$ cat src/rtl/nf10_axis_header_insert.sv
// ---------------------------------------------------------------------------
// nf10_axis_header_insert
//
// AXI4-Stream header inserter. For each packet it prepends C_HDR_WORDS
// 64-bit header words taken from hdr_data (word 0 first), then forwards the
// payload unchanged. insert_en, sampled at packet start, selects between
// header insertion and plain pass-through. The output is a single register
// stage that sustains one word per cycle during the payload.
//
// Optional build macro: NF10_HDR_SEQNUM_EN
//   When defined, a 32-bit sequence number replaces bits [31:0] of the last
//   header word at latch time. It increments once per inserted header and is
//   not advanced by pass-through packets.
//
// Ports:
//   aclk, aresetn      clock, synchronous active-low reset
//   s_axis_*           payload input stream (tvalid/tready/tdata/tstrb/tlast)
//   m_axis_*           output stream (tvalid/tready/tdata/tstrb/tlast)
//   insert_en          1 = prepend header to the next packet, 0 = pass through
//   hdr_data           header contents, word k = hdr_data[64k+63:64k]
//   pkt_count          number of packets whose tlast has been forwarded
// ---------------------------------------------------------------------------
module nf10_axis_header_insert #(
  parameter int C_M_AXIS_DATA_WIDTH = 64,
  parameter int C_S_AXIS_DATA_WIDTH = 64,
  parameter int C_HDR_WORDS         = 2
) (
  input  logic                             aclk,
  input  logic                             aresetn,
  input  logic                             s_axis_tvalid,
  output logic                             s_axis_tready,
  input  logic [C_S_AXIS_DATA_WIDTH-1:0]   s_axis_tdata,
  input  logic [C_S_AXIS_DATA_WIDTH/8-1:0] s_axis_tstrb,
  input  logic                             s_axis_tlast,
  output logic                             m_axis_tvalid,
  input  logic                             m_axis_tready,
  output logic [C_M_AXIS_DATA_WIDTH-1:0]   m_axis_tdata,
  output logic [C_M_AXIS_DATA_WIDTH/8-1:0] m_axis_tstrb,
  output logic                             m_axis_tlast,
  input  logic                             insert_en,
  input  logic [64*C_HDR_WORDS-1:0]        hdr_data,
  output logic [31:0]                      pkt_count
);

  localparam int IDX_W = (C_HDR_WORDS > 1) ? $clog2(C_HDR_WORDS) : 1;
  localparam logic [IDX_W-1:0] LAST_IDX = IDX_W'(C_HDR_WORDS - 1);
  localparam logic [C_M_AXIS_DATA_WIDTH/8-1:0] STRB_ALL = {(C_M_AXIS_DATA_WIDTH/8){1'b1}};

  typedef enum logic [1:0] {
    ST_IDLE    = 2'd0,
    ST_HDR     = 2'd1,
    ST_PAYLOAD = 2'd2
  } state_t;

  state_t                                   state_q, state_d;
  logic [IDX_W-1:0]                         hdr_cnt_q, hdr_cnt_d;
  logic [C_HDR_WORDS-1:0][63:0]             hdr_reg_q, hdr_reg_d;
  logic [C_HDR_WORDS-1:0][63:0]             hdr_latch_s;
  logic [31:0]                              pkt_count_q, pkt_count_d;
  logic                                     m_tvalid_q;
  logic [C_M_AXIS_DATA_WIDTH-1:0]           m_tdata_q;
  logic [C_M_AXIS_DATA_WIDTH/8-1:0]         m_tstrb_q;
  logic                                     m_tlast_q;
  logic                                     adv_s;
  logic                                     s_ready_s;
  logic                                     emit_s;
  logic [C_M_AXIS_DATA_WIDTH-1:0]           emit_data_s;
  logic [C_M_AXIS_DATA_WIDTH/8-1:0]         emit_strb_s;
  logic                                     emit_last_s;
`ifdef NF10_HDR_SEQNUM_EN
  logic [31:0]                              seq_q, seq_d;
`endif

  // The output register can take a new word when empty or being drained.
  assign adv_s         = !m_tvalid_q || m_axis_tready;
  assign s_ready_s     = (state_q == ST_PAYLOAD) && adv_s;
  assign s_axis_tready = s_ready_s;
  assign m_axis_tvalid = m_tvalid_q;
  assign m_axis_tdata  = m_tdata_q;
  assign m_axis_tstrb  = m_tstrb_q;
  assign m_axis_tlast  = m_tlast_q;
  assign pkt_count     = pkt_count_q;

  // Header image as it will be latched, with the optional sequence overlay.
  always_comb begin
    hdr_latch_s = hdr_data;
`ifdef NF10_HDR_SEQNUM_EN
    hdr_latch_s[C_HDR_WORDS-1][31:0] = seq_q;
`endif
  end

  // Next-state logic and selection of the word offered to the output register.
  always_comb begin
    state_d     = state_q;
    hdr_cnt_d   = hdr_cnt_q;
    hdr_reg_d   = hdr_reg_q;
    pkt_count_d = pkt_count_q;
    emit_s      = 1'b0;
    emit_data_s = '0;
    emit_strb_s = '0;
    emit_last_s = 1'b0;
`ifdef NF10_HDR_SEQNUM_EN
    seq_d       = seq_q;
`endif
    case (state_q)
      ST_IDLE: begin
        // The source word is only looked at here, never consumed.
        if (s_axis_tvalid && adv_s) begin
          if (insert_en) begin
            hdr_reg_d   = hdr_latch_s;
            emit_s      = 1'b1;
            emit_data_s = hdr_latch_s[0];
            emit_strb_s = STRB_ALL;
`ifdef NF10_HDR_SEQNUM_EN
            seq_d       = seq_q + 32'd1;
`endif
            if (C_HDR_WORDS == 1) begin
              state_d   = ST_PAYLOAD;
              hdr_cnt_d = '0;
            end else begin
              state_d   = ST_HDR;
              hdr_cnt_d = IDX_W'(1'b1);
            end
          end else begin
            state_d = ST_PAYLOAD;
          end
        end else begin
          state_d = ST_IDLE;
        end
      end
      ST_HDR: begin
        if (adv_s) begin
          emit_s      = 1'b1;
          emit_data_s = hdr_reg_q[hdr_cnt_q];
          emit_strb_s = STRB_ALL;
          if (hdr_cnt_q == LAST_IDX) begin
            state_d   = ST_PAYLOAD;
            hdr_cnt_d = '0;
          end else begin
            hdr_cnt_d = hdr_cnt_q + IDX_W'(1'b1);
          end
        end else begin
          state_d = ST_HDR;
        end
      end
      ST_PAYLOAD: begin
        if (s_axis_tvalid && s_ready_s) begin
          emit_s      = 1'b1;
          emit_data_s = s_axis_tdata;
          emit_strb_s = s_axis_tstrb;
          emit_last_s = s_axis_tlast;
          if (s_axis_tlast) begin
            pkt_count_d = pkt_count_q + 32'd1;
            state_d     = ST_IDLE;
          end else begin
            state_d = ST_PAYLOAD;
          end
        end else begin
          state_d = ST_PAYLOAD;
        end
      end
      default: begin
        state_d   = ST_IDLE;
        hdr_cnt_d = '0;
      end
    endcase
  end

  // State registers and the output stage, with synchronous reset.
  always_ff @(posedge aclk) begin
    if (!aresetn) begin
      state_q     <= ST_IDLE;
      hdr_cnt_q   <= '0;
      hdr_reg_q   <= '0;
      pkt_count_q <= 32'd0;
      m_tvalid_q  <= 1'b0;
      m_tdata_q   <= '0;
      m_tstrb_q   <= '0;
      m_tlast_q   <= 1'b0;
`ifdef NF10_HDR_SEQNUM_EN
      seq_q       <= 32'd0;
`endif
    end else begin
      state_q     <= state_d;
      hdr_cnt_q   <= hdr_cnt_d;
      hdr_reg_q   <= hdr_reg_d;
      pkt_count_q <= pkt_count_d;
`ifdef NF10_HDR_SEQNUM_EN
      seq_q       <= seq_d;
`endif
      // Data/strb/last only move when a word is loaded, so they stay stable
      // during backpressure.
      if (adv_s) begin
        if (emit_s) begin
          m_tvalid_q <= 1'b1;
          m_tdata_q  <= emit_data_s;
          m_tstrb_q  <= emit_strb_s;
          m_tlast_q  <= emit_last_s;
        end else begin
          m_tvalid_q <= 1'b0;
        end
      end
    end
  end

endmodule

$ cat config.mk
export PLATFORM = sky130hd
export DESIGN_NAME = nf10_axis_header_insert
export DESIGN_NICKNAME = d
export VERILOG_FILES = /design/src/rtl/nf10_axis_header_insert.sv
export SDC_FILE = /design/constraint.sdc
export NUM_CORES = 1
export LEC_CHECK = 0
export BUFFER_PORTS_ARGS = -buffer_cell sky130_fd_sc_hd__buf_2
export CORE_MARGIN = 5
export CORE_UTILIZATION = 52
export DETAILED_ROUTE_END_ITERATION = 12
export GPL_TIMING_DRIVEN = 0
export PLACE_DENSITY = 0.85
export SETUP_SLACK_MARGIN = 0.02
export SLEW_MARGIN = 5
export SYNTH_ARGS = -nofsm -noshare
export SYNTH_HDL_FRONTEND = slang
export SYNTH_SLANG_ARGS = --single-unit
export TNS_END_PERCENT = 100
$ cat constraint.sdc
create_clock -name aclk -period 2.4 [get_ports aclk]
set_clock_uncertainty 0.05 [all_clocks]
set_input_delay 0.24 -clock aclk [delete_from_list [all_inputs] [get_ports aclk]]
set_output_delay 0.24 -clock aclk [all_outputs]
set_load 0.005 [all_outputs]
Word level (Yosys, flattened, before mapping)
Index checks and enable logic that the tools add are counted. W data, S select, Z words.

Bits in registers: 237. Output and inout port bits: 107. Logic and storage cells: 59. RAM bits: 0. Input bits: 206. ROM bits: 0. Bits in latches: 0. Memories: 0.

$mul: 0. Reductions and logical operators: 10. Divide/modulo/power cells: 0. $add $sub $neg: 2. Mux-type cells: 30. Bitwise operators: 1. Magnitude comparators: 1. Equal/unequal tests: 6. Shift-type cells: 0.

Operator list (number): $mux W64 (5); $pmux W64 S3 (1); $add A32 B1 Y32 const B (1); $mux W8 (3); $pmux W8 S3 (1); $mux W2 (6); $mux W1 (11); $ne A2 B2 Y1 const B (3); $pmux W1 S3 (2); $pmux W2 S3 (1); $reduce_and A3 Y1 (2); $reduce_and A4 Y1 (1); $logic_and A1 B1 Y1 (3); $ne A3 B3 Y1 const B (1); $eq A2 B1 Y1 const B (1); $eq A2 B2 Y1 const B (1); $logic_not A2 Y1 (1); $lt A1 B2 Y1 const B (1); $reduce_and A2 Y1 (1); $add A1 B1 Y1 const B (1); $logic_not A1 Y1 (1); $logic_or A1 B1 Y1 (1); $not A1 Y1 (1).

Logic depth before layout (Yosys ltp)
Gate-level depths: netlist of run 1.

Depth in word-level cells: 7. Depth in mapped cells: 7. Depth with buffers taken out: 5.

Worst setup path before layout of run 1
OpenSTA, ideal clock, no wires.

Path kind: reg-to-reg. Start point: reg pkt_count_q[0] (netlist: pkt_count[0]). End point: reg pkt_count_q[6] (netlist: pkt_count[6]). Path slack: 0.433 ns. Clock period less this slack: 1.967 ns. Library setup time: 0.070 ns. Data required time: 2.280 ns. Stages on the path, launching flop included: 7. Data arrival time: 1.847 ns. Path buffers: 1. Cell sequence: dfxtp_1 > ha_1 > inv_1 > or4_1 > clkbuf_1 > or3_1 > a21oi_1.

Word-level cells in the longest chain between the ends: 1.

RTL lines: start: declaration (line 59) `logic [31:0] pkt_count_q, pkt_count_d;`; start signal: assignment (line 187) `pkt_count_q <= pkt_count_d;`; $add A32 B1 Y32 (line 153) `pkt_count_d = pkt_count_q + 32'd1;`.

No other way between the ends. A chain may end at the register's enable or synchronous reset.

Final worst setup path of run 1
Start point: reg state_q[1]. End point: reg m_tdata_q[44] (netlist: m_axis_tdata[44]).

Word-level cells in the longest chain between the ends: 6. Elaborated cells between the ends (all ways): 10. Classes of those cells: 2 x eq/ne; 4 x mux; 4 x reduce/logical.

RTL lines: start: declaration (line 55) `state_t state_q, state_d;`; start signal: assignment (line 184) `state_q <= state_d;`; $eq A2 B2 Y1 (line 76, 105); $logic_and A1 B1 Y1 (line 76) `assign s_ready_s = (state_q == ST_PAYLOAD) && adv_s;`; $logic_and A1 B1 Y1 (line 147) `if (s_axis_tvalid && s_ready_s) begin`; $mux W1 (line 147); $pmux W1 S3 (line 105) `case (state_q)`; $reduce_and A2 Y1 (no line); end signal: assignment (line 196) `m_tdata_q <= emit_data_s;`; end: declaration (line 61) `logic [C_M_AXIS_DATA_WIDTH-1:0] m_tdata_q;`.

Several ways; a longest one is shown, not always the timed one.

==> results_tabular.tex, run 1 <==
\begin{tabular}{lr}
\hline
Metric & Value \\
\hline
\multicolumn{2}{l}{\textbf{Setup path}} \\
Crit path required time & 2750 ps \\
Startpoint type of the worst setup path & register \\
Critical path type & reg2reg \\
Cells along the critical path & buf\_2, nand3b\_1, nor3\_4, buf\_4, clkbuf\_1, a221oi\_1, a211oi\_1 \\
Family of cells with the greatest summed delay on the critical path & buffers and inverters \\
Endpoint of the worst setup timing path & m\_axis\_tdata[44] \\
Buffers \& Inverters on Critical Path & 3 \\
Kind of end point of the critical path & register \\
Startpoint of the worst-slack reg-to-reg timing path & state\_q[1] \\
Worst R2R Setup Slack & 80 ps \\
Logic depth of the worst setup path including buffers & 7 \\
Max stage delay on crit path & 450 ps \\
CP max-delay cell & sky130\_fd\_sc\_hd\_\_clkbuf\_1 \\
Critical path fanouts, max & 10 \\
Launch point of the critical path & state\_q[1] \\
Reg2reg end & m\_axis\_tdata[44] \\
Register-to-Register Path Depth & 7 \\
Worst EP arrival & 2670 ps \\
\multicolumn{2}{l}{\textbf{STA}} \\
Number of setup violations in the final report & 0 \\
Slew at the pin with the worst max-slew slack & 802 ps \\
Total count of max-transition violations in the final report & 0 \\
Smallest setup slack after layout & 83.2 ps \\
Maximum clock frequency & 432 MHz \\
Worst slew slack as a fraction of its limit & 46.5\% \\
Final sum of negative setup slack & 0 ps \\
Final hold violations & 0 \\
Time the worst path needs with I/O delays and setup & 2320 ps \\
Setup repair after global routing missed its margin & true \\
Portion of the clock cycle consumed by the worst path in the final layout & 96.5\% \\
\multicolumn{2}{l}{\textbf{Drt}} \\
Routed Antenna Nets & 0 \\
Drt wl/cell & 20.1 um \\
Met1 routed wirelength after detailed routing & 14600 um \\
Met2 layer wire length in the routed design & 19000 um \\
Final wirelength & 40400 um \\
Number of violations reported at the end of detailed-routing iteration 0 & 1303 \\
Uppermost signal routing layer after detailed routing & met4 \\
First-pass iteration count of the detailed router & 6 \\
Met3 wire len & 4130 um \\
Number of vias after detailed routing & 12200 \\
Vias per Instance & 6.07 \\
Total DRC errors in the routed layout & 0 \\
\multicolumn{2}{l}{\textbf{Floorplanning}} \\
DIE HEIGHT & 150 um \\
Overall die width & 150 um \\
FP Rows & 51 \\
Number of top-level pins & 313 \\
Initial standard-cell utilization of the core & 52.7\% \\
Placeable Area & 19500 sq um \\
Die ar. & 22600 sq um \\
\multicolumn{2}{l}{\textbf{Final layout}} \\
Share of layout cells above drive strength 1 & 22.7\% \\
Synth-to-Final Area Change & 39.8\% \\
Commonest non-fill, non-tap cell in the layout & sky130\_fd\_sc\_hd\_\_buf\_2 \\
Most frequent cells in the layout & sky130\_fd\_sc\_hd\_\_buf\_2 (321), sky130\_fd\_sc\_hd\_\_nand2\_1 (269), sky130\_fd\_sc\_hd\_\_a21oi\_1 (237), sky130\_fd\_sc\_hd\_\_dfxtp\_1 (237), sky130\_fd\_sc\_hd\_\_dlygate4sd3\_1 (137) \\
Total number of nets in the final design & 1927 \\
Cell Count, Final, Fillers Out & 2006 \\
\multicolumn{2}{l}{\textbf{Yosys}} \\
Top cell type's share of synthesized area & 46.3\% \\
Mean area per synthesized cell & 8.22 sq um \\
Count of distinct cell types in the synthesized netlist & 43 \\
Portion of the post-synthesis area used by sequential elements & 46.3\% \\
Leading post-synthesis cells by cell area & sky130\_fd\_sc\_hd\_\_dfxtp\_1 (46\%), sky130\_fd\_sc\_hd\_\_a21oi\_1 (12\%), sky130\_fd\_sc\_hd\_\_nand2\_1 (9.9\%) \\
Ys Warns & 0 \\
Share of synthesized registers carrying an async set or reset & 0\% \\
EDFF count, synth & 0 \\
Library cell occupying the most area in the post-synthesis netlist & sky130\_fd\_sc\_hd\_\_dfxtp\_1 \\
Dominant synthesized flop cell & sky130\_fd\_sc\_hd\_\_dfxtp\_1 \\
Number of nets produced by synthesis & 1454 \\
Flip-flop and latch count after synthesis & 237 \\
Cell area after technology mapping & 10200 sq um \\
Post-synthesis instance total & 1247 \\
\multicolumn{2}{l}{\textbf{Global routing}} \\
Residual overflow from global routing & 0 \\
Total global routing track utilization & 34.4\% \\
Vias in the first global route & 12000 \\
Global-route wire length before repair & 62300 um \\
Pin count of the biggest net entering global routing & 14 \\
Antenna violations before repair & 7 \\
\multicolumn{2}{l}{\textbf{Clocking}} \\
Clock tree from TritonCTS & done \\
Clock edge transition at the registers on the reported setup and hold paths & 70 ps \\
Number of CTS-inserted buffers & 24 \\
Clock insertion delay at the later pin of the skew report & 510 ps \\
Clk sink count & 237 \\
Clock H-tree levels & 1 \\
Max Root-Sink Buffers & 3 \\
Cell at the root of the clock tree & sky130\_fd\_sc\_hd\_\_clkbuf\_16 \\
\multicolumn{2}{l}{\textbf{Placed design}} \\
Count of buffers from port buffering & 310 \\
Place WS & -237 ps \\
Placed insts & 1822 \\
DP HPWL & 26200 um \\
Routability cong. & 0.897 \\
\multicolumn{2}{l}{\textbf{Min path}} \\
Classification of the worst-slack hold path & in2reg \\
\multicolumn{2}{l}{\textbf{Status}} \\
Result of the run & completed \\
\multicolumn{2}{l}{\textbf{Run}} \\
Number of maximum-capacitance constraint violations & 0 \\
\multicolumn{2}{l}{\textbf{Pwr}} \\
Worst IR Drop VDD & 0.000502 V \\
Power density over the cells & 699 nW/um\^{}2 \\
Lkg Pwr & 5.52 nW \\
Tot Pwr & 10.0 mW \\
\hline
\end{tabular}
how the worst min path moves through the flow:
stage	start	endpoint	cells past startpoint
final	s_axis_tdata[7]	m_axis_tdata[7]	3
after global routing	s_axis_tdata[7]	m_axis_tdata[7]	3
after floorplan	hdr_data[100]	hdr_reg_q[100]	2
after CTS	s_axis_tdata[7]	m_axis_tdata[7]	3
after detailed placement	hdr_reg_q[12]	hdr_reg_q[12]	2
after global placement	hdr_reg_q[32]	hdr_reg_q[32]	2
worst reg2reg max path, cell delays in order (launching register included):
cell                       delay [ps]
sky130_fd_sc_hd__dfxtp_1          300
sky130_fd_sc_hd__buf_2            180
sky130_fd_sc_hd__nand3b_1         250
sky130_fd_sc_hd__nor3_4           260
sky130_fd_sc_hd__buf_4            170
sky130_fd_sc_hd__clkbuf_1         450
sky130_fd_sc_hd__a221oi_1         220
sky130_fd_sc_hd__a211oi_1         340
area by class of cell:
| class | instances | area (sq um) |
|---|---|---|
| Sequential cell | 237 | 4740 |
| Inverter | 9 | 33.8 |
| Multi-Input combinational cell | 885 | 5000 |
| Clock inverter | 3 | 40.0 |
| Fill cell | 1383 | 5140 |
| Buffer | 114 | 503 |
| Tap cell | 265 | 332 |
| Timing Repair Buffer | 449 | 2940 |
| Antenna cell | 8 | 20.0 |
| Clock buffer | 36 | 717 |
through the flow:
step	instance area, sq um	hold slack (ps)	utilization, %
global route	14300	28.1	73.6
global placement	12100	391	62.3
finish	14300	23.1	73.6
detailed placement	12100	396	62.3
CTS	14300	11.8	73.3
floorplan	10200	326	-
routing by layer:
metal / vias up / track usage [%]
li1: 5434 / -
met1: 5618 / 41.5
met2: 902 / 57.3
met3: 220 / 5.87
met4: 0 / 20.7
met5: - / 0
flip-flops by register name, indices dropped and copies added (netlist names):
register / cells
m_axis_tlast: 1
state_q: 2
hdr_cnt_q: 1
m_axis_tdata: 64
hdr_reg_q: 128
m_axis_tvalid: 1
pkt_count: 32
m_axis_tstrb: 8
synth_stat cells, types with 2 or more instances:
library cell	n
sky130_fd_sc_hd__a211oi_1	50
sky130_fd_sc_hd__a21oi_1	237
sky130_fd_sc_hd__a221oi_1	50
sky130_fd_sc_hd__a311oi_1	14
sky130_fd_sc_hd__and2_1	4
sky130_fd_sc_hd__and3_1	3
sky130_fd_sc_hd__and4_1	4
sky130_fd_sc_hd__buf_1	9
sky130_fd_sc_hd__buf_2	8
sky130_fd_sc_hd__buf_6	4
sky130_fd_sc_hd__clkbuf_1	94
sky130_fd_sc_hd__dfxtp_1	237
sky130_fd_sc_hd__inv_1	8
sky130_fd_sc_hd__mux2i_1	67
sky130_fd_sc_hd__nand2_1	269
sky130_fd_sc_hd__nand2b_1	7
sky130_fd_sc_hd__nand3_1	12
sky130_fd_sc_hd__nand4_1	11
sky130_fd_sc_hd__nor2_1	68
sky130_fd_sc_hd__nor3_1	2
sky130_fd_sc_hd__nor4_1	3
sky130_fd_sc_hd__o21a_1	2
sky130_fd_sc_hd__o21ai_0	14
sky130_fd_sc_hd__o221a_2	8
sky130_fd_sc_hd__o31ai_1	13
sky130_fd_sc_hd__o41ai_1	3
sky130_fd_sc_hd__or3_1	12
sky130_fd_sc_hd__or4_1	16
sky130_fd_sc_hd__or4_4	2
sky130_fd_sc_hd__or4b_1	3
cell families after synthesis:
family / Yosys count / share of synthesized area, %
AO/OA/AOI/OAI: 394 / 23.9
flip-flops: 237 / 46.3
buffers and inverters: 125 / 5.01
multiplexers: 67 / 6.54
adder cells (fa/ha/maj): 1 / 0.122
AND/OR/NAND/NOR: 421 / 18.0
XOR/XNOR: 2 / 0.171
where the power goes:
part / total [mW] / internal (mW) / switching, mW / leakage (nW)
sequential: 4.40 / 4.23 / 0.169 / 1.93
combinational: 1.92 / 0.825 / 1.09 / 3.21
clock: 3.70 / 2.15 / 1.55 / 0.373
timing repair:
action / in CTS / in global routing
setup buffers: 0 / 2
hold buffers: 137 / 0
pin swaps: 0 / 1
setup endpoints to repair: 186 / 176
gates resized for setup: 9 / 33
endpoints found under the hold margin: 149 / 0
(Power assumes the default switching activity.)
==> inputs of run 2 (changes only) <==
--- a/config.mk
+++ b/config.mk
@@ -6,12 +6,12 @@
 export NUM_CORES = 1
 export LEC_CHECK = 0
 export BUFFER_PORTS_ARGS = -buffer_cell sky130_fd_sc_hd__buf_2
-export CORE_MARGIN = 5
 export CORE_UTILIZATION = 52
 export DETAILED_ROUTE_END_ITERATION = 12
 export GPL_TIMING_DRIVEN = 0
 export PLACE_DENSITY = 0.85
 export SETUP_SLACK_MARGIN = 0.02
+export SKIP_LAST_GASP = 1
 export SLEW_MARGIN = 5
 export SYNTH_ARGS = -nofsm -noshare
 export SYNTH_HDL_FRONTEND = slang
==> run 2 against run 1 <==
Net effect: flip-flop and latch count did not move; critical path type unchanged; register-to-register slack got worse by 20 ps; global-route usage rose by 3.1 points; critical path depth did not move; hold slack got worse by 9.4 ps; sequential share of layout area fell by 0.11 points; final cell count did not move; die area fell by 10%; non-clock buffer count fell by 2; count of clock-buffer cells in the layout rose by 1; core utilization rose by 2.0 points; maximum frequency fell by 1.0%; highest routed layer unchanged.
==> results_tabular.tex, run 2 (same netlist as run 1, synthesis figures left out) <==
\begin{tabular}{lr}
\hline
Metric & Value \\
\hline
\multicolumn{2}{l}{\textbf{Status}} \\
Result of the run & completed \\
\multicolumn{2}{l}{\textbf{Pwr}} \\
Int Power & 7.29 mW \\
Fraction of power consumed by combinational cells & 18.8\% \\
Flop pwr share & 43.1\% \\
Power density over the cells & 708 nW/um\^{}2 \\
Worst IR Drop VDD & 0.000957 V \\
Tot Pwr & 10.2 mW \\
Sw frac & 28.3\% \\
Net Switching & 2.88 mW \\
Clock share of power & 38.1\% \\
Lkg Pwr & 5.57 nW \\
\multicolumn{2}{l}{\textbf{Final layout}} \\
Area of all placed cells without fillers & 14400 sq um \\
Commonest non-fill, non-tap cell in the layout & sky130\_fd\_sc\_hd\_\_buf\_2 \\
Synth-to-Final Area Change & 40.3\% \\
Flip-flop count of the largest register after layout & 128 \\
Most frequent cells in the layout & sky130\_fd\_sc\_hd\_\_buf\_2 (319), sky130\_fd\_sc\_hd\_\_nand2\_1 (269), sky130\_fd\_sc\_hd\_\_a21oi\_1 (237), sky130\_fd\_sc\_hd\_\_dfxtp\_1 (237), sky130\_fd\_sc\_hd\_\_dlygate4sd3\_1 (136) \\
Largest reg by FF count & hdr\_reg\_q \\
Fin util & 75.6\% \\
Total number of nets in the final design & 1926 \\
Share of layout cells above drive strength 1 & 23.5\% \\
\multicolumn{2}{l}{\textbf{Setup path}} \\
Cells along the critical path & buf\_2, o21ai\_0, o21ai\_0, buf\_2, clkbuf\_2, a21oi\_1, a211oi\_1 \\
Startpoint type of the worst setup path & register \\
Family of cells with the greatest summed delay on the critical path & compound AO/OA/AOI/OAI gates \\
Buffers \& Inverters on Critical Path & 3 \\
Kind of end point of the critical path & register \\
CP max-delay cell & sky130\_fd\_sc\_hd\_\_buf\_2 \\
Critical path type & reg2reg \\
Crit path required time & 2760 ps \\
Max stage delay on crit path & 390 ps \\
Worst EP arrival & 2700 ps \\
Critical path fanouts, max & 10 \\
\multicolumn{2}{l}{\textbf{Floorplanning}} \\
Placeable Area & 19000 sq um \\
Number of top-level pins & 313 \\
FP Rows & 50 \\
Initial standard-cell utilization of the core & 53.9\% \\
DIE HEIGHT & 142 um \\
Die ar. & 20300 sq um \\
Overall die width & 142 um \\
\multicolumn{2}{l}{\textbf{Clocking}} \\
Clk sink count & 237 \\
Clock tree from TritonCTS & done \\
Cell at the root of the clock tree & sky130\_fd\_sc\_hd\_\_clkbuf\_16 \\
Clock edge transition at the registers on the reported setup and hold paths & 70 ps \\
Clock insertion delay at the later pin of the skew report & 530 ps \\
Max Root-Sink Buffers & 3 \\
Clock H-tree levels & 1 \\
Number of CTS-inserted buffers & 25 \\
\multicolumn{2}{l}{\textbf{Drt}} \\
Number of vias after detailed routing & 12100 \\
Drt wl/cell & 19.5 um \\
Total DRC errors in the routed layout & 0 \\
Number of violations reported at the end of detailed-routing iteration 0 & 1186 \\
Vias per Instance & 6.03 \\
First-pass iteration count of the detailed router & 6 \\
Final wirelength & 39100 um \\
Routed Antenna Nets & 0 \\
\multicolumn{2}{l}{\textbf{Global routing}} \\
Total global routing track utilization & 37.4\% \\
Global-route wire length before repair & 59500 um \\
Pin count of the biggest net entering global routing & 15 \\
Vias in the first global route & 11500 \\
Residual overflow from global routing & 0 \\
Antenna violations before repair & 8 \\
\multicolumn{2}{l}{\textbf{Placed design}} \\
Placement-stage cell area & 12100 sq um \\
Count of buffers from port buffering & 310 \\
Place WS & -215 ps \\
DP HPWL & 24900 um \\
Routability cong. & 0.909 \\
\multicolumn{2}{l}{\textbf{STA}} \\
Worst slew slack as a fraction of its limit & 49.4\% \\
Total count of max-transition violations in the final report & 0 \\
Slew at the pin with the worst max-slew slack & 758 ps \\
Smallest setup slack after layout & 58.9 ps \\
Final sum of negative setup slack & 0 ps \\
Portion of the clock cycle consumed by the worst path in the final layout & 97.5\% \\
Setup repair after global routing missed its margin & true \\
Number of setup violations in the final report & 0 \\
Final hold violations & 0 \\
Maximum clock frequency & 427 MHz \\
Time the worst path needs with I/O delays and setup & 2340 ps \\
\multicolumn{2}{l}{\textbf{Min path}} \\
Classification of the worst-slack hold path & in2reg \\
\multicolumn{2}{l}{\textbf{Run}} \\
Number of maximum-capacitance constraint violations & 0 \\
\hline
\end{tabular}
run 2: changes by cell type in the layout (fill, tap and decap cells not counted), sizes merged:
cell / delta
diode: +1
inv: +2
buf: -4
clkbuf: +4
clkinvlp: +1
clkinv: +2
dlygate4sd3: -1
run 2: cell type report:
type	instances	area [sq um]
Timing Repair Buffer	447	2920
Multi-Input combinational cell	885	5000
Buffer	114	513
Sequential cell	237	4740
Antenna cell	9	22.5
Tap cell	260	325
Inverter	9	33.8
Clock inverter	8	75.1
Fill cell	1357	4640
Clock buffer	37	741
run 2: power by group through the flow:
stage	Clock (mW)	Sequential, mW	Combinational [mW]
detailed placement	0	4.46	1.64
floorplan	0	4.45	0.937
CTS	3.87	4.37	1.82
global route	4.05	4.41	2.05
finish	3.87	4.39	1.92
global placement	0	4.45	1.61
run 2: worst paths after layout:
check / from / to / slack (ps) / cells after the start
max: state_q[1] / m_axis_tdata[31] / 60 / 7
min: s_axis_tdata[4] / m_axis_tdata[4] / 10 / 3
max reg2reg: state_q[1] / m_axis_tdata[31] / 60 / 7
min reg2reg: hdr_reg_q[115] / hdr_reg_q[115] / 410 / 2
run 2: what timing repair did:
item                       4_1_cts  5_1_grt
hold buffers                   136        0
gates resized for setup          7       50
hold endpoints to repair       150        0
setup endpoints to repair      181      121
pin swaps                        0        1
buffers inserted                 0        1
run 2: metrics by stage:
stage                     hold WS, ps  instances
after CTS                        6.21       1997
final                            13.6       2006
after global placement            391       1817
after floorplan                   326       1247
after global routing             12.5       2004
after detailed placement          396       1817
run 2: per-layer routing:
metal  share of wire, %  GRT usage, %  vias to the layer above  wire (um)
li1                   -             -                     5429          -
met1                 36          44.4                     5616      14100
met2                 48          62.8                      856      18600
met3                 10          8.21                      202       4080
met4                5.8          21.1                        0       2290
met5                  0             0                        -          0
run 2: worst reg2reg max path: cells and delay by family (launching register included):
kind	cells	cell delay, ps
flops	1	310
compound gates	4	950
buf+inv	3	910
==> inputs of run 3 (changes only) <==
--- a/config.mk
+++ b/config.mk
@@ -9,6 +9,7 @@
 export CORE_UTILIZATION = 52
 export DETAILED_ROUTE_END_ITERATION = 12
 export GPL_TIMING_DRIVEN = 0
+export HOLD_SLACK_MARGIN = 0.05
 export PLACE_DENSITY = 0.85
 export SETUP_SLACK_MARGIN = 0.02
 export SKIP_LAST_GASP = 1
==> run 3 against run 2 <==
Net effect: routed wire length up 2.0%; die area unchanged; clock power about the same; register-to-register slack about the same; non-clock buffer count up 15; count of clock-buffer cells in the layout unchanged; critical path depth down 1; combinational power about the same; maximum frequency up 0.58%; via count up 0.30%; largest power group unchanged.
==> results_tabular.tex, run 3 (same netlist as run 1, synthesis figures left out) <==
\begin{tabular}{lr}
\hline
Metric & Value \\
\hline
\multicolumn{2}{l}{\textbf{Drt}} \\
Routed Antenna Nets & 0 \\
Number of vias after detailed routing & 12100 \\
Final wirelength & 39900 um \\
Number of violations reported at the end of detailed-routing iteration 0 & 1179 \\
Vias per Instance & 6.01 \\
Drt wl/cell & 19.8 um \\
First-pass iteration count of the detailed router & 6 \\
Total DRC errors in the routed layout & 0 \\
\multicolumn{2}{l}{\textbf{Min path}} \\
Hold Startpoint & s\_axis\_tdata[44] \\
Classification of the worst-slack hold path & in2reg \\
Hold Path Stages & 3 \\
Worst-case hold path end point & m\_axis\_tdata[44] \\
\multicolumn{2}{l}{\textbf{Final layout}} \\
Total number of nets in the final design & 1941 \\
Largest reg by FF count & hdr\_reg\_q \\
Commonest non-fill, non-tap cell in the layout & sky130\_fd\_sc\_hd\_\_buf\_2 \\
Fin util & 76.4\% \\
Share of layout cells above drive strength 1 & 23.2\% \\
Flip-flop count of the largest register after layout & 128 \\
Most frequent cells in the layout & sky130\_fd\_sc\_hd\_\_buf\_2 (318), sky130\_fd\_sc\_hd\_\_nand2\_1 (269), sky130\_fd\_sc\_hd\_\_a21oi\_1 (237), sky130\_fd\_sc\_hd\_\_dfxtp\_1 (237), sky130\_fd\_sc\_hd\_\_dlygate4sd3\_1 (151) \\
Area of all placed cells without fillers & 14500 sq um \\
Cell Count, Final, Fillers Out & 2019 \\
Synth-to-Final Area Change & 41.7\% \\
\multicolumn{2}{l}{\textbf{Setup path}} \\
Critical path fanouts, max & 10 \\
Register-to-Register Path Depth & 6 \\
Family of cells with the greatest summed delay on the critical path & buffers and inverters \\
Kind of end point of the critical path & register \\
Worst EP arrival & 2690 ps \\
CP max-delay cell & sky130\_fd\_sc\_hd\_\_clkbuf\_1 \\
Critical path type & reg2reg \\
Max stage delay on crit path & 530 ps \\
Buffers \& Inverters on Critical Path & 2 \\
Crit path required time & 2760 ps \\
Reg2reg end & m\_axis\_tdata[58] \\
Worst R2R Setup Slack & 70 ps \\
Startpoint type of the worst setup path & register \\
Cells along the critical path & buf\_2, nand3b\_1, nor3\_4, clkbuf\_1, a221oi\_1, a211oi\_1 \\
Startpoint of the worst-slack reg-to-reg timing path & state\_q[1] \\
\multicolumn{2}{l}{\textbf{Status}} \\
Result of the run & completed \\
\multicolumn{2}{l}{\textbf{STA}} \\
Final hold violations & 0 \\
Total count of max-transition violations in the final report & 0 \\
Portion of the clock cycle consumed by the worst path in the final layout & 97.0\% \\
Smallest setup slack after layout & 72.4 ps \\
Worst slew slack as a fraction of its limit & 49.0\% \\
Number of setup violations in the final report & 0 \\
Time the worst path needs with I/O delays and setup & 2330 ps \\
Setup repair after global routing missed its margin & true \\
Slew at the pin with the worst max-slew slack & 765 ps \\
Maximum clock frequency & 430 MHz \\
\multicolumn{2}{l}{\textbf{Clocking}} \\
Clock tree from TritonCTS & done \\
Clk sink count & 237 \\
Clock edge transition at the registers on the reported setup and hold paths & 60 ps \\
Max Root-Sink Buffers & 3 \\
Cell at the root of the clock tree & sky130\_fd\_sc\_hd\_\_clkbuf\_16 \\
Number of CTS-inserted buffers & 25 \\
Clock insertion delay at the later pin of the skew report & 530 ps \\
Clock H-tree levels & 1 \\
\multicolumn{2}{l}{\textbf{Global routing}} \\
Global-route wire length before repair & 60900 um \\
Antenna violations before repair & 7 \\
Routing usage on met1 & 45.5\% \\
GR peak layer & met2 \\
Vias in the first global route & 11700 \\
Total global routing track utilization & 38.3\% \\
Pin count of the biggest net entering global routing & 15 \\
Met3 capacity usage during global routing & 7.87\% \\
Global-route met2 utilization & 64.4\% \\
Residual overflow from global routing & 0 \\
\multicolumn{2}{l}{\textbf{Placed design}} \\
DP HPWL & 24900 um \\
Count of buffers from port buffering & 310 \\
Routability cong. & 0.909 \\
Place WS & -215 ps \\
Placed insts & 1817 \\
Placement-stage cell area & 12100 sq um \\
\multicolumn{2}{l}{\textbf{Floorplanning}} \\
Placeable Area & 19000 sq um \\
Number of top-level pins & 313 \\
Initial standard-cell utilization of the core & 53.9\% \\
DIE HEIGHT & 142 um \\
FP Rows & 50 \\
Die ar. & 20300 sq um \\
Overall die width & 142 um \\
\multicolumn{2}{l}{\textbf{Run}} \\
Number of maximum-capacitance constraint violations & 0 \\
\multicolumn{2}{l}{\textbf{Pwr}} \\
Lkg Pwr & 5.62 nW \\
Worst IR Drop VDD & 0.000949 V \\
Power density over the cells & 704 nW/um\^{}2 \\
\hline
\end{tabular}
[run 3: where the power goes]
part           switching (mW)  internal [mW]  total, mW  leakage [nW]
Clock                    1.65           2.25       3.89         0.403
Sequential              0.162           4.23       4.39          1.93
Combinational            1.11          0.839       1.95          3.28
[run 3: area by class of cell]
class                   count  area (sq um)
diodes                      7          17.5
plain buffers             114           512
clock buffers              37           741
clock inverters             8          75.1
fillers                  1325          4490
inverters                   9          33.8
multi-input cells         885          5000
flip-flops and latches    237          4740
well taps                 260           325
repair buffers            462          3070
[run 3: layer usage]
layer / wire length [um] / up-vias
li1: - / 5461
met1: 14500 / 5629
met4: 2120 / 0
met2: 19000 / 863
met5: 0 / -
met3: 4290 / 186
[run 3: repair_timing]
item                       CTS  global route
pin swaps                    0             1
gates resized for setup      7            49
setup buffers                0             1
hold buffers               151             0
setup endpoints to repair  181           119
hold endpoints to repair   152             0
[run 3: through the flow]
stage | hold WS [ps] | total power [mW] | setup TNS [ps]
finish | 61.9 | 10.2 | 0
global route | 77.0 | 10.6 | -138
floorplan | 326 | 5.39 | 0
CTS | 52.1 | 10.1 | 0
detailed placement | 396 | 6.10 | -20390
global placement | 391 | 6.05 | -15640
[run 3: worst min-delay path, cell delays in order]
cell,delay [ps]
sky130_fd_sc_hd__buf_2,70
sky130_fd_sc_hd__a221oi_1,60
sky130_fd_sc_hd__a211oi_1,210
[run 3: how the worst max path moves through the flow]
stage                        to  slack [ps]  cells after the start          start
6_report       m_axis_tdata[58]          70                      6     state_q[1]
5_1_grt           hdr_reg_q[84]         -40                      7     state_q[1]
4_1_cts        m_axis_tdata[57]          30                      7     state_q[1]
3_5_place_dp    m_axis_tdata[3]        -210                      8  m_axis_tready
3_3_place_gp     hdr_reg_q[106]        -180                      7     state_q[1]
2_1_floorplan      pkt_count[6]         430                      6   pkt_count[0]
